`src/rtl/bus_pkg.sv`:
```
// Shared types and constants for the memory/IO bus arbiter.
// Pure declarations: no logic, no latency, no flow control.
package bus_pkg;

  typedef enum logic [2:0] {
    IDLE,
    MEM_D,
    MEM_I,
    IO_D,
    ERR_I
  } bus_state_t;

  typedef enum logic [1:0] {
    RD,
    WR,
    FETCH
  } req_type_t;

  localparam logic [31:0] IO_BASE_DEFAULT = 32'hFFFF_FFF0;

  function automatic logic in_io(input logic [31:0] addr, input logic [31:0] base);
    return addr >= base;
  endfunction

endpackage

```
`src/rtl/bus_timeout_ctr.sv`:
```
// Wait-state counter with terminal count at TIMEOUT-1; tc is combinational from the count.
// Clear has priority over enable; the count parks at terminal count until cleared.
module bus_timeout_ctr
  import bus_pkg::*;
#(
  parameter int TIMEOUT = 16
) (
  input  logic clk,
  input  logic rst,
  input  logic clr,
  input  logic en,
  output logic tc
);

  localparam int W = (TIMEOUT > 2) ? $clog2(TIMEOUT) : 1;

  logic [W-1:0] cnt;

  always_ff @(posedge clk or posedge rst) begin
    if (rst) begin
      cnt <= '0;
    end else if (clr) begin
      cnt <= '0;
    end else if (en && !tc) begin
      cnt <= cnt + 1'b1;
    end
  end

  assign tc = (cnt == W'(TIMEOUT - 1));

endmodule

```
`src/rtl/mem_bus_arbiter.sv`:
```
// Arbitrates fetch and load/store onto one memory port, diverting data accesses >= IO_BASE to IO.
// Memory: grant cycle + 1 cycle per wait state, aborted at TIMEOUT; IO and fetch errors take 2 cycles.
module mem_bus_arbiter
  import bus_pkg::*;
#(
  parameter int          TIMEOUT      = 16,
  parameter int          STARVE_LIMIT = 4,
  parameter logic [31:0] IO_BASE      = IO_BASE_DEFAULT
) (
  input  logic        clk,
  input  logic        rst,
  input  logic        i_req,
  input  logic [31:0] i_addr,
  output logic [31:0] i_rdata,
  output logic        i_done,
  output logic        i_err,
  input  logic        d_read,
  input  logic        d_write,
  input  logic [31:0] d_addr,
  input  logic [31:0] d_wdata,
  output logic [31:0] d_rdata,
  output logic        d_done,
  output logic        d_err,
  output logic [31:0] mem_addr,
  output logic [31:0] mem_wdata,
  output logic        mem_read,
  output logic        mem_write,
  input  logic [31:0] mem_rdata,
  input  logic        mem_ack,
  output logic [31:0] io_addr,
  output logic [31:0] io_wdata,
  output logic        io_read,
  output logic        io_write,
  input  logic [31:0] io_rdata
);

  localparam int SW = $clog2(STARVE_LIMIT + 2);

  bus_state_t    state;
  logic [SW-1:0] starve_cnt;
  logic          d_req, fetch_win, data_win, in_mem, tc, g_io;
  logic [31:0]   g_addr;
  req_type_t     g_type;

  assign d_req     = d_read | d_write;
  assign fetch_win = i_req && (!d_req || starve_cnt == SW'(STARVE_LIMIT));
  assign data_win  = d_req && !fetch_win;
  assign g_type    = fetch_win ? FETCH : (d_write ? WR : RD);
  assign g_addr    = fetch_win ? i_addr : d_addr;
  assign g_io      = in_io(g_addr, IO_BASE);
  assign in_mem    = (state == MEM_D) || (state == MEM_I);

  bus_timeout_ctr #(.TIMEOUT(TIMEOUT)) u_timeout (
    .clk (clk),
    .rst (rst),
    .clr (!in_mem),
    .en  (in_mem),
    .tc  (tc)
  );

  always_ff @(posedge clk or posedge rst) begin
    if (rst) begin
      state      <= IDLE;
      starve_cnt <= '0;
      mem_addr   <= '0;
      mem_wdata  <= '0;
      mem_read   <= 1'b0;
      mem_write  <= 1'b0;
      io_addr    <= '0;
      io_wdata   <= '0;
      io_read    <= 1'b0;
      io_write   <= 1'b0;
    end else begin
      io_read  <= 1'b0;
      io_write <= 1'b0;

      // Starvation count only advances while fetch is actually being passed over
      if (!i_req || (state == IDLE && fetch_win)) begin
        starve_cnt <= '0;
      end else if (state == IDLE && data_win && starve_cnt != SW'(STARVE_LIMIT)) begin
        starve_cnt <= starve_cnt + 1'b1;
      end

      case (state)
        IDLE: begin
          if (fetch_win || data_win) begin
            if (g_io && g_type == FETCH) begin
              state <= ERR_I;
            end else if (g_io) begin
              state    <= IO_D;
              io_addr  <= d_addr;
              io_wdata <= d_wdata;
              io_read  <= (g_type == RD);
              io_write <= (g_type == WR);
            end else begin
              state     <= (g_type == FETCH) ? MEM_I : MEM_D;
              mem_addr  <= g_addr;
              mem_read  <= (g_type != WR);
              mem_write <= (g_type == WR);
              if (g_type == WR) mem_wdata <= d_wdata;
            end
          end
        end
        MEM_D, MEM_I: begin
          if (mem_ack || tc) begin
            state     <= IDLE;
            mem_read  <= 1'b0;
            mem_write <= 1'b0;
          end
        end
        default: state <= IDLE;
      endcase
    end
  end

  // Completion is combinational so ack and done share a cycle
  always_comb begin
    i_done  = 1'b0;
    i_err   = 1'b0;
    i_rdata = '0;
    d_done  = 1'b0;
    d_err   = 1'b0;
    d_rdata = '0;
    case (state)
      MEM_I: begin
        i_done = mem_ack || tc;
        i_err  = !mem_ack && tc;
        if (mem_ack) i_rdata = mem_rdata;
      end
      MEM_D: begin
        d_done = mem_ack || tc;
        d_err  = !mem_ack && tc;
        if (mem_ack) d_rdata = mem_rdata;
      end
      IO_D: begin
        d_done = 1'b1;
        if (io_read) d_rdata = io_rdata;
      end
      ERR_I: begin
        i_done = 1'b1;
        i_err  = 1'b1;
      end
      default: ;
    endcase
  end

endmodule

```
`config.mk`:
```
export PLATFORM = sky130hd
export DESIGN_NAME = mem_bus_arbiter
export DESIGN_NICKNAME = d
export VERILOG_FILES = /design/src/rtl/bus_pkg.sv /design/src/rtl/bus_timeout_ctr.sv /design/src/rtl/mem_bus_arbiter.sv
export SDC_FILE = /design/constraint.sdc
export NUM_CORES = 1
export LEC_CHECK = 0
export CAP_MARGIN = 20
export CORE_MARGIN = 8
export CORE_UTILIZATION = 43
export CTS_CLUSTER_SIZE = 28
export DETAILED_ROUTE_END_ITERATION = 12
export PLACE_DENSITY = 0.95
export SYNTH_ARGS = -nofsm -noshare
export SYNTH_HDL_FRONTEND = slang
export SYNTH_HIERARCHICAL = 1
export SYNTH_SLANG_ARGS = --single-unit
```
`constraint.sdc`:
```
create_clock -name clk -period 7 [get_ports clk]
set_clock_uncertainty 0.1 [all_clocks]
set_input_delay 1.4 -clock clk [delete_from_list [all_inputs] [get_ports clk]]
set_output_delay 1.4 -clock clk [all_outputs]
set_load 0.02 [all_outputs]
```
# Word-level counts from Yosys, hierarchy flattened
# Index checks and enable logic that the tools add are counted.
[word_totals]
regBits = 142
inputBits = 166
out_inout_bits = 200
wordCells = 98
[classes]
addsub = 2
magnitude_cmp = 1
eq_ne = 15
n_mux = 38
n_bitwise = 3
reduce_logical = 28
[ops]
columns = ["cell", "n"]
rows = [
  ["$mux 32", 4],
  ["$pmux 32 s2", 1],
  ["$ge 32x32->1 const B", 1],
  ["$mux 1", 17],
  ["$mux 3", 5],
  ["$pmux 1 s2", 5],
  ["$reduce_and 5->1", 2],
  ["$logic_and 1x1->1", 8],
  ["$mux 4", 2],
  ["$ne 2x2->1 const B", 4],
  ["$reduce_and 4->1", 2],
  ["$eq 3x2->1 const B", 2],
  ["$eq 3x3->1 const B", 2],
  ["$mux 2", 3],
  ["$pmux 3 s2", 1],
  ["$logic_not 1->1", 5],
  ["$logic_or 1x1->1", 5],
  ["$add 4x1->4 const B", 1],
  ["$eq 4x4->1 const B", 1],
  ["$ne 2x1->1 const B", 2],
  ["$reduce_bool 2->1", 2],
  ["$add 3x1->3 const B", 1],
  ["$eq 3x1->1 const B", 1],
  ["$logic_not 3->1", 1],
  ["8 further kinds", 9],
]

# Logic depth before layout (Yosys ltp)
[logic_depth]
ltp_word = 11
ltp_mapped = 13
ltp_nobuf = 12

# Modules after synthesis
# The synthesis kept the hierarchy.
[by_module_without_submodules]
columns = ["module", "instances", "cells_per_inst", "area_each_um2", "seq_area_each_um2"]
rows = [
  ["mem_bus_arbiter", 1, 587, 6586.3, 3453.3],
  ["bus_timeout_ctr", 1, 21, 232.7, 100.1],
]

# Worst setup path after synthesis
# No wires, ideal clock.
[synth_timing]
kind = "input to output"
start = "input mem_ack"
end = "output d_err"
arrival_time_ns = 2.530
required_time_ns = 5.500
slack_ns = 2.970
cell_stages = 3
path_buffers = 2
cell_sequence = "clkbuf_1 > buf_1 > nor4b_1"
[synth_via]
elab_chain_cells = 3
[synth_lines]
columns = ["element", "line", "rtl"]
rows = [
  ["start, declared", "mem_bus_arbiter.sv:29", "input logic mem_ack,"],
  ["$logic_not 1->1", "mem_bus_arbiter.sv:132", "d_err = !mem_ack && tc;"],
  ["$logic_and 1x1->1", "mem_bus_arbiter.sv:132", ""],
  ["$mux 1", "mem_bus_arbiter.sv:124", "case (state)"],
  ["end, declared", "mem_bus_arbiter.sv:23", "output logic d_err,"],
]
# Every way passes these cells.

# Worst setup path after layout
[layout_timing]
start = "input d_write"
end = "register io_wdata[27]"
[layout_via]
elab_chain_cells = 9
elab_cells_between_ends = 15
classes_between = "order compare (1); eq/ne (1); mux (3); bitwise (2); reduce/logical (8)"
[layout_lines]
columns = ["element", "line", "rtl"]
rows = [
  ["start, declared", "mem_bus_arbiter.sv:18", "input logic d_write,"],
  ["$or 1x1->1", "mem_bus_arbiter.sv:45", "assign d_req = d_read | d_write;"],
  ["$logic_not 1->1", "mem_bus_arbiter.sv:46", "assign fetch_win = i_req && (!d_req || starve_cnt == SW'(STARVE_LIMIT));"],
  ["$logic_or 1x1->1", "mem_bus_arbiter.sv:46", ""],
  ["$logic_and 1x1->1", "mem_bus_arbiter.sv:46", ""],
  ["$mux 32 / $mux 2 (equally long branches)", "mem_bus_arbiter.sv:49, mem_bus_arbiter.sv:48", ""],
  ["$ge 32x32->1 / $eq 2x2->1 (equally long branches)", "bus_pkg.sv:22, mem_bus_arbiter.sv:87", ""],
  ["$logic_and 1x1->1", "mem_bus_arbiter.sv:87", "if (g_io && g_type == FETCH) begin"],
  ["$not 1->1 (no line)", "--", ""],
  ["$reduce_and 4->1 (no line) (*)", "--", ""],
  ["end signal, assigned", "mem_bus_arbiter.sv:92", "io_wdata <= d_wdata;"],
  ["end, declared", "mem_bus_arbiter.sv:31", "output logic [31:0] io_wdata,"],
]
# Mark *: on every way between the ends. The rest lies on a longest branch, timed or not.
# A chain may end at the register's enable or synchronous reset.

==> impl_metrics.py <==
metrics = {
    "status": {
        "status": "finished clean",
    },
    "setup_path": {
        "crit_cells": 10,
        "cp_data_required_time_ns": 7.20,
        "critPathMaxFanout": 64,
        "r2r_cells": 11,
        "critPathBufInv": 3,
        "cp_top_family": "buffers and inverters",
        "crit_type": "primary input to flip-flop",
        "timing.rr.end": "io_wdata[31]",
        "startpoint_type": "primary input",
        "cp_cell_sequence": "clkdlybuf4s50_1 > o2bb2ai_2 > nand2_1 > buf_4 > inv_2 > nand3_1 > o21ai_0 > ha_1 > nand2_4 > mux2_1",
        "r2r_start": "starve_cnt[0]",
        "startpoint": "d_write",
        "cp_slowest_stage_delay_ns": 0.56,
        "worstSetupEndpoint": "io_wdata[27]",
        "endpoint_kind": "flip-flop",
        "cp_slowest_cell": "inv_2",
        "reg2reg_slack_ns": 3.22,
        "cp_data_arrival_time_ns": 4.91,
    },
    "worst_hold_path": {
        "worstHoldStart": "io_addr[15]",
        "hold_class": "flip-flop to flip-flop",
    },
    "floorplanning": {
        "rows": 46,
        "initial_utilization_pct": 43.4,
        "die_height_um": 142,
        "core_mm2": 0.0157,
        "io_pins": 366,
        "dieArea_mm2": 0.0201,
        "die_w_um": 142,
    },
    "route": {
        "dr.pass1.iters": 5,
        "vias_per_cell": 5.21,
        "drc_errors": 0,
        "routed_wl_um": 25700,
        "vias": 6203,
        "wl_per_cell_um": 21.5,
        "drtIter0Drc": 274,
        "ant_nets": 0,
    },
    "grt": {
        "grt_pass1_vias": 6601,
        "grt_max_degree": 97,
        "grt_pass1_wl_um": 38500,
        "overflow": 0,
        "grt_usage_pct": 25.0,
        "antenna_found_initial": 2,
    },
    "layout": {
        "final_common_cell": "clkdlybuf4s50_1",
        "area_delta_synth_final_pct": 65.8,
        "nets": 1133,
        "mostFrequentLayoutCells": "clkdlybuf4s50_1 (364), dfrtp_1 (142), nand2_1 (139)",
        "drive_gt1_share_pct": 17.7,
    },
    "timing": {
        "fmax_mhz": 212,
        "finalHoldWorstSlack_ns": 0.393,
        "finalCriticalPeriod_ns": 4.71,
        "finalHoldViolCount": 0,
        "finalCritPeriodShare_pct": 67.2,
        "finalSetupTns_ns": 0,
        "finalSetupViolations": 0,
        "rsz0062_at_grt": "false",
        "relSlewSlack_pct": 36.9,
        "worst_pin_slew_ns": 0.946,
        "slew_viol_final": 0,
    },
    "logic_synthesis": {
        "yosysTopAreaCell": "dfrtp_1",
        "netlist_area_mm2": 0.00682,
        "synth_warnings": 6,
        "synth_top_cell_area_share_pct": 52.1,
        "synth-seq-cells": 142,
        "synth-async-reset-ratio_pct": 100,
        "postSynthCellCount": 608,
        "synth_fp_nets": 780,
        "ys_top_cells_by_area": "dfrtp_1 (52%), mux2_2 (19%), nand2_1 (7.7%), a32o_1 (4.6%), nor2_1 (2.2%)",
        "netlist-cell-type-count": 43,
        "ys.flop_type": "dfrtp_1",
        "yosysSeqAreaShare_pct": 52.1,
        "syn_avg_cell_area_um2": 11.2,
        "synth_edf_count": 0,
    },
    "cts": {
        "clockRootBuffer": "clkbuf_16",
        "cts_tree": "yes",
        "clk_pin_slew_ns": 0.06,
        "cts_resized": 0,
        "cts_sinks": 142,
        "cts_hold_buffers": 0,
        "clock_latency_ns": 0.43,
        "cts_max_level": 4,
        "clockBufferDepth": 2,
        "cts_setup_buffers": 0,
        "cts_made_buffers": 17,
    },
    "place": {
        "port_buffers": 365,
        "hpwlAfterDp_um": 19600,
        "gp_congestion": 0.847,
    },
    "power": {
        "swShare_pct": 33.5,
        "combPwrFrac_pct": 40.0,
        "irDropWorstVdd_mv": 0.283,
        "leakage_nw": 4.92,
        "switchingPower_mw": 1.22,
        "internal_power_mw": 2.42,
        "clockPowerShare_pct": 28.3,
        "p_per_area_mw_per_mm2": 321,
        "p_seq_share_pct": 31.7,
    },
    "flow_run": {
        "cap_violations": 0,
    },
}
## how the worst min path moves through the flow
stage / endpoint / slack (ns) / cells after the start
after floorplan: u_timeout/cnt[1] / 0.44 / 2
after global placement: mem_wdata[5] / 0.37 / 1
after detailed placement: mem_wdata[27] / 0.38 / 1
after CTS: io_addr[16] / 0.40 / 1
after global routing: mem_wdata[27] / 0.42 / 1
final: io_addr[15] / 0.39 / 1
## Yosys cell counts (2+ instances only)
| library cell | n |
|---|---|
| a21oi_1 | 5 |
| a32o_1 | 31 |
| and2_1 | 2 |
| buf_1 | 3 |
| buf_2 | 10 |
| buf_6 | 6 |
| clkbuf_1 | 20 |
| dfrtp_1 | 142 |
| ha_1 | 6 |
| inv_1 | 6 |
| mux2_1 | 11 |
| mux2_2 | 118 |
| mux2i_1 | 3 |
| nand2_1 | 139 |
| nand2b_1 | 5 |
| nand3_1 | 2 |
| nand4_1 | 15 |
| nor2_1 | 40 |
| nor2b_1 | 5 |
| nor3_1 | 7 |
| nor4_1 | 2 |
| o21ai_0 | 5 |
| or3_1 | 5 |
## through the flow
stage               cell area, um2  setup WS (ns)  std cells  utilization [%]  total power, mW
floorplan                     6820           1.80        608                -             1.90
global placement             10600           1.97       1156             67.5             2.57
detailed placement           10600           1.82       1157             67.6             2.62
CTS                          11300           2.13       1189             71.8             3.67
global route                 11300           2.02       1191             72.0             3.79
finish                       11300           2.29       1191             72.0             3.63
## power groups by stage
stage,Combinational [mW],Sequential (mW),Clock [mW]
global route,1.53,1.17,1.08
floorplan,0.519,1.38,0
global placement,1.42,1.14,0
detailed placement,1.46,1.16,0
CTS,1.47,1.15,1.05
finish,1.45,1.15,1.03
## worst reg2reg max path: cells and delay by family (launching register included)
kind / cells / cell delay, ns
buf+inv: 3 / 0.80
compound gates: 2 / 0.34
flops: 1 / 0.39
fa+ha+maj: 2 / 0.50
mux: 1 / 0.50
simple gates: 3 / 1.04
## layer usage
metal	vias up	global-route usage (%)	wire [um]
met5	-	0	13
met4	2	10.3	776
met3	47	10.6	2590
met2	287	42.8	12900
met1	3022	26.8	9370
li1	2845	-	-
## cell families (layout without fill, tap and decap cells)
family                     Yosys count  count (layout)  synth area share (%)
and+or+nand+nor                    231             231                  15.0
DFF                                142             142                  52.1
muxes                              133             133                  22.0
AOI/OAI and AO/OA                   49              49                  6.37
buffers and inverters               46             412                  3.38
adders and majority gates            6               6                  1.10
xor gates and xnor gates             1               1                 0.128
other                                0               1                     0
## layout make-up
type,instances,area [um2]
Antenna cell,1,2.50
Multi-Input combinational cell,420,3050
Tap cell,216,270
Fill cell,1081,4410
Clock inverter,14,228
Sequential cell,142,3550
Timing Repair Buffer,373,3730
Inverter,7,31.3
Clock buffer,18,439
## registers in the layout (all words and copies together) (netlist names)
| register | count |
|---|---|
| io_addr | 32 |
| io_read | 1 |
| io_wdata | 32 |
| io_write | 1 |
| mem_addr | 32 |
| mem_read | 1 |
| mem_wdata | 32 |
| mem_write | 1 |
| starve_cnt | 3 |
| state | 3 |
| u_timeout/cnt | 4 |
Power figures use the tool's default switching activity.
